### src/rtl/control_ventana_filtro.sv
// Sequencer for one ventana_pixeles pass over a frame with a 3x3 or 5x5 mask.
// Paces window consumption against the result FIFO and tracks window position.
module control_ventana_filtro #(
  parameter int ANCHO_BITS = 10
) (
  input  logic                  clk,
  input  logic                  reset,
  input  logic                  iniciar_proceso,
  input  logic [ANCHO_BITS-1:0] ancho_imagen,
  input  logic [ANCHO_BITS-1:0] alto_imagen,
  input  logic [2:0]            tamano_mascara,
  input  logic                  ventana_valida,
  input  logic                  salida_llena,
  output logic                  iniciar_ventana,
  output logic [2:0]            tamano_mascara_out,
  output logic [2:0]            cantidad_buffers,
  output logic                  siguiente_ventana,
  output logic                  escribir_resultado,
  output logic [ANCHO_BITS-1:0] columna,
  output logic [ANCHO_BITS-1:0] fila,
  output logic                  ocupado,
  output logic                  terminado,
  output logic                  error_config
);

  typedef enum logic [2:0] {
    REPOSO,
    ARRANQUE,
    ESPERA,
    CONSUMO,
    FIN
  } estado_t;

  estado_t estado;

  // Last valid window index per axis (window count minus one).
  logic [ANCHO_BITS-1:0] ultima_col;
  logic [ANCHO_BITS-1:0] ultima_fila;
  logic [ANCHO_BITS-1:0] mascara_ext;
  logic                  mascara_ok;
  logic                  config_ok;
  logic                  acepta;
  logic                  ultima;

  assign mascara_ext = {{(ANCHO_BITS-3){1'b0}}, tamano_mascara};
  assign mascara_ok  = (tamano_mascara == 3'd3) || (tamano_mascara == 3'd5);
  assign config_ok   = mascara_ok &&
                       (ancho_imagen >= mascara_ext) &&
                       (alto_imagen >= mascara_ext);

  assign acepta = (estado == ESPERA) && ventana_valida && !salida_llena;
  assign ultima = (columna == ultima_col) && (fila == ultima_fila);

  assign escribir_resultado = acepta;
  assign siguiente_ventana  = acepta;

  always_ff @(posedge clk) begin
    if (reset) begin
      estado             <= REPOSO;
      iniciar_ventana    <= 1'b0;
      tamano_mascara_out <= '0;
      cantidad_buffers   <= '0;
      columna            <= '0;
      fila               <= '0;
      ocupado            <= 1'b0;
      terminado          <= 1'b0;
      error_config       <= 1'b0;
      ultima_col         <= '0;
      ultima_fila        <= '0;
    end else begin
      iniciar_ventana <= 1'b0;
      terminado       <= 1'b0;
      unique case (estado)
        REPOSO: begin
          if (iniciar_proceso) begin
            if (config_ok) begin
              error_config       <= 1'b0;
              tamano_mascara_out <= tamano_mascara;
              cantidad_buffers   <= tamano_mascara - 3'd1;
              ultima_col         <= ancho_imagen - mascara_ext;
              ultima_fila        <= alto_imagen - mascara_ext;
              columna            <= '0;
              fila               <= '0;
              iniciar_ventana    <= 1'b1;
              ocupado            <= 1'b1;
              estado             <= ARRANQUE;
            end else begin
              error_config <= 1'b1;
            end
          end
        end
        ARRANQUE: estado <= ESPERA;
        ESPERA: begin
          if (acepta) begin
            if (ultima) begin
              terminado <= 1'b1;
              estado    <= FIN;
            end else begin
              estado <= CONSUMO;
              if (columna == ultima_col) begin
                columna <= '0;
                fila    <= fila + 1'b1;
              end else begin
                columna <= columna + 1'b1;
              end
            end
          end
        end
        // Blanking cycle: the consumed window's valid may still be high.
        CONSUMO: estado <= ESPERA;
        FIN: begin
          ocupado <= 1'b0;
          estado  <= REPOSO;
        end
        default: estado <= REPOSO;
      endcase
    end
  end

endmodule

### config.mk
export PLATFORM = sky130hd
export DESIGN_NAME = control_ventana_filtro
export DESIGN_NICKNAME = d
export VERILOG_FILES = /design/src/rtl/control_ventana_filtro.sv
export SDC_FILE = /design/constraint.sdc
export NUM_CORES = 1
export LEC_CHECK = 0
export CORE_UTILIZATION = 50
export CTS_CLUSTER_DIAMETER = 150
export DETAILED_ROUTE_END_ITERATION = 6
export HOLD_SLACK_MARGIN = 0.02
export PLACE_DENSITY_LB_ADDON = 0.08
export SLEW_MARGIN = 0
export SYNTH_ARGS = -nofsm -noshare
export SYNTH_HDL_FRONTEND = slang
export SYNTH_SLANG_ARGS = --single-unit
### constraint.sdc
create_clock -name clk -period 5.5 [get_ports clk]
set_input_delay 0.55 -clock clk [delete_from_list [all_inputs] [get_ports clk]]
set_output_delay 0.55 -clock clk [all_outputs]
set_load 0.01 [all_outputs]
==> results.cfg <==
[status]
status = finished, final reports clean

[floorplanning]
row_count = 27
io_pins = 60
die_width_microns = 78.7
start_util_pct = 52.8
core_sq_mm = 0.00557
dieArea_sq_mm = 0.00619
die_y_microns = 78.7

[synth]
synth_cell_types = 51
synth_top_area_share_pct = 36.1
yosysWarnings = 0
syn-num-nets = 384
synth-edff-count = 0
synth_common_cells = 53 x dfxtp_1, 34 x nor2_1, 28 x nand2_1
synth_largest_area_cell = dfxtp_1
synth_async_sr_flop_share_pct = 0
synth_area_leaders = dfxtp_1 36%, xor2_1 6.0%, a211oi_1 5.4%
ys_seq_area_share_pct = 36.1
netlist_area_sq_mm = 0.00294
ys.flop_type = dfxtp_1
avgSynthCellArea_sq_um = 8.58
yosys.cell_count.top_type = dfxtp_1
synth_seq_cells = 53
netlist_instances = 343

[setup_path]
path_cells = clkdlybuf4s50_1 > ha_1 > inv_1 > fa_1 > a211o_1 > nor3_1 > a211o_2 > or2_1 > a21oi_1 > mux2i_1
r2r_cells = 6
regToRegSetupSlack_ns = 2.98
r2r-start = estado[1]
cp.arrival_ns = 3.82
cp_max_fo = 29
timing.rr.end = columna[2]
required_ns = 5.70
cp_slowest_cell = or2_1
path_class = input port to flip-flop
start_kind = input port
slowest_delay_ns = 0.77
endpoint_kind = flip-flop

[global_routing]
grt_max_degree = 47
grt_pass1_wl_microns = 11400
antenna_found_initial = 0
first_global_vias = 2479
grt.total_usage_pct = 23.2
grt_overflow = 0

[finish]
final_core_util_pct = 65.2
finalNetCount = 434
num_antenna_cells = 0
final_cells = 465
syn_to_final_growth_pct = 23.6
drive_gt1_share_pct = 3.82

[clock_network]
ctsLongestPathBuffers = 2
cts_root_buffer = clkbuf_8
cts.sinks = 53
numCtsBuffers = 5
clk_pin_slew_ns = 0.09
ctsResizeCount = 0
postCtsSetupBuffers = 0
worstSkewPairLatency_ns = 0.31
cts_tree = yes
hold_buffers = 0
htreeDepth = 2

[sta]
period_share_pct = 65.8
setup_viol = 0
rsz0062_at_grt = false
worstMarginPinSlew_ns = 0.968
relSlewSlack_pct = 35.5
slew_viol_final = 0
final.setup_skew_ns = 0.00609
setup_tns_ns = 0
min_period_ns = 3.62
hold_viol = 0
timing.fmax_mhz = 276

[route]
drc = 0
drtPass1Iterations = 6
drt-vias-per-instance = 5.56
vias = 2585
routedWlPerCell_microns = 14.5
drt_wl_total_microns = 6750
ant_nets = 0
drtIter0Drc = 120

[hold_path]
worstHoldPathType = flip-flop to flip-flop
hold_end = tamano_mascara_out[2]
hp-start = tamano_mascara_out[2]
holdPathStages = 2

[placement]
hpwlAfterDp_microns = 5010
place.gp.congestion = 0.877
io_buffers = 59
numPlacedInstances = 458

[power_and_ir_drop]
max-vdd-ir-drop_mv = 0.105
p_per_area_mw_per_mm2 = 219
power.leakage_nw = 1.38

[flow_run]
maxCapViolations = 0
cells by family (layout without fill, tap and decap cells):
logic type | after synthesis | in the layout | synth area share [%]
multiplexers | 4 | 4 | 1.40
XOR/XNOR | 35 | 35 | 10.4
AO/OA/AOI/OAI | 79 | 79 | 19.2
adder cells (fa/ha/maj) | 13 | 13 | 6.04
AND/OR/NAND/NOR | 128 | 128 | 22.4
flip-flops | 53 | 53 | 36.1
buffers and inverters | 31 | 81 | 4.51
layer usage:
| metal | GRT usage (%) | share of wire [%] | vias up |
|---|---|---|---|
| met1 | 31.1 | 49 | 1197 |
| li1 | - | - | 1321 |
| met4 | 6.67 | 1.4 | 0 |
| met3 | 4.60 | 3.7 | 12 |
| met5 | 0 | 0 | - |
| met2 | 37.7 | 46 | 55 |
layout make-up:
class	count	area, sq um
Fill cell	494	1940
Multi-Input combinational cell	259	1750
Sequential cell	53	1060
Timing Repair Buffer	60	598
Tap cell	72	90.1
Clock buffer	7	86.3
Inverter	14	52.6
where the power goes:
group | internal [mW] | total, mW | switching [mW]
sequential | 0.402 | 0.416 | 0.0145
combinational | 0.0737 | 0.155 | 0.0811
clock | 0.100 | 0.225 | 0.124
worst max-delay path: cells and delay by family:
| kind | cells | cell delay, ns |
|---|---|---|
| multiplexers | 1 | 0.16 |
| AO/OA/AOI/OAI | 3 | 0.78 |
| AND/OR/NAND/NOR | 2 | 1.02 |
| adder cells (fa/ha/maj) | 2 | 0.62 |
| buffers and inverters | 2 | 0.67 |
stage by stage:
step                setup slack [ns]  cell area (sq um)  power (mW)  hold slack [ns]
global route                    1.67               3640       0.836            0.485
finish                          1.88               3640       0.796            0.463
global placement                1.73               3550       0.576            0.452
detailed placement              1.61               3550       0.581            0.453
CTS                             1.93               3640       0.800            0.468
floorplan                       2.86               2940       0.522            0.425
cell usage in the layout (no fill, tap or decap), types with 2 or more instances in the layout:
cell type,count
nor3_1,5
o21ai_0,4
o31ai_1,2
a21boi_0,2
nand3_1,16
nor2b_1,9
dfxtp_1,53
xor2_1,20
nand4_1,3
a31oi_1,5
xnor2_1,15
nand3b_1,2
nand2b_1,3
nor3b_1,5
ha_1,11
a211oi_1,21
nor4_1,4
a21oi_1,19
inv_1,14
fa_1,2
o2111ai_1,4
clkdlybuf4s50_1,59
mux2i_1,3
a2111o_1,7
nand2_1,28
a21o_1,4
o21ai_1,4
clkbuf_8,6
and3_1,8
nor2_1,34
how the worst max path moves through the flow:
| stage | from | slack, ns | depth (start not counted) | endpoint |
|---|---|---|---|---|
| 4_1_cts | tamano_mascara[0] | 1.93 | 10 | fila[8] |
| 3_3_place_gp | tamano_mascara[0] | 1.73 | 10 | fila[8] |
| 5_1_grt | tamano_mascara[0] | 1.67 | 10 | fila[8] |
| 6_report | tamano_mascara[0] | 1.88 | 10 | fila[8] |
| 3_5_place_dp | tamano_mascara[0] | 1.61 | 10 | fila[8] |
| 2_1_floorplan | ancho_imagen[0] | 2.86 | 11 | fila[2] |
state kept, by name, indices dropped and copies added (netlist names):
name,cells
iniciar_ventana,1
estado,3
ultima_col,10
tamano_mascara_out,3
columna,10
ultima_fila,10
cantidad_buffers,3
terminado,1
ocupado,1
fila,10
error_config,1
No activity file was read; power rests on OpenSTA's default activity.
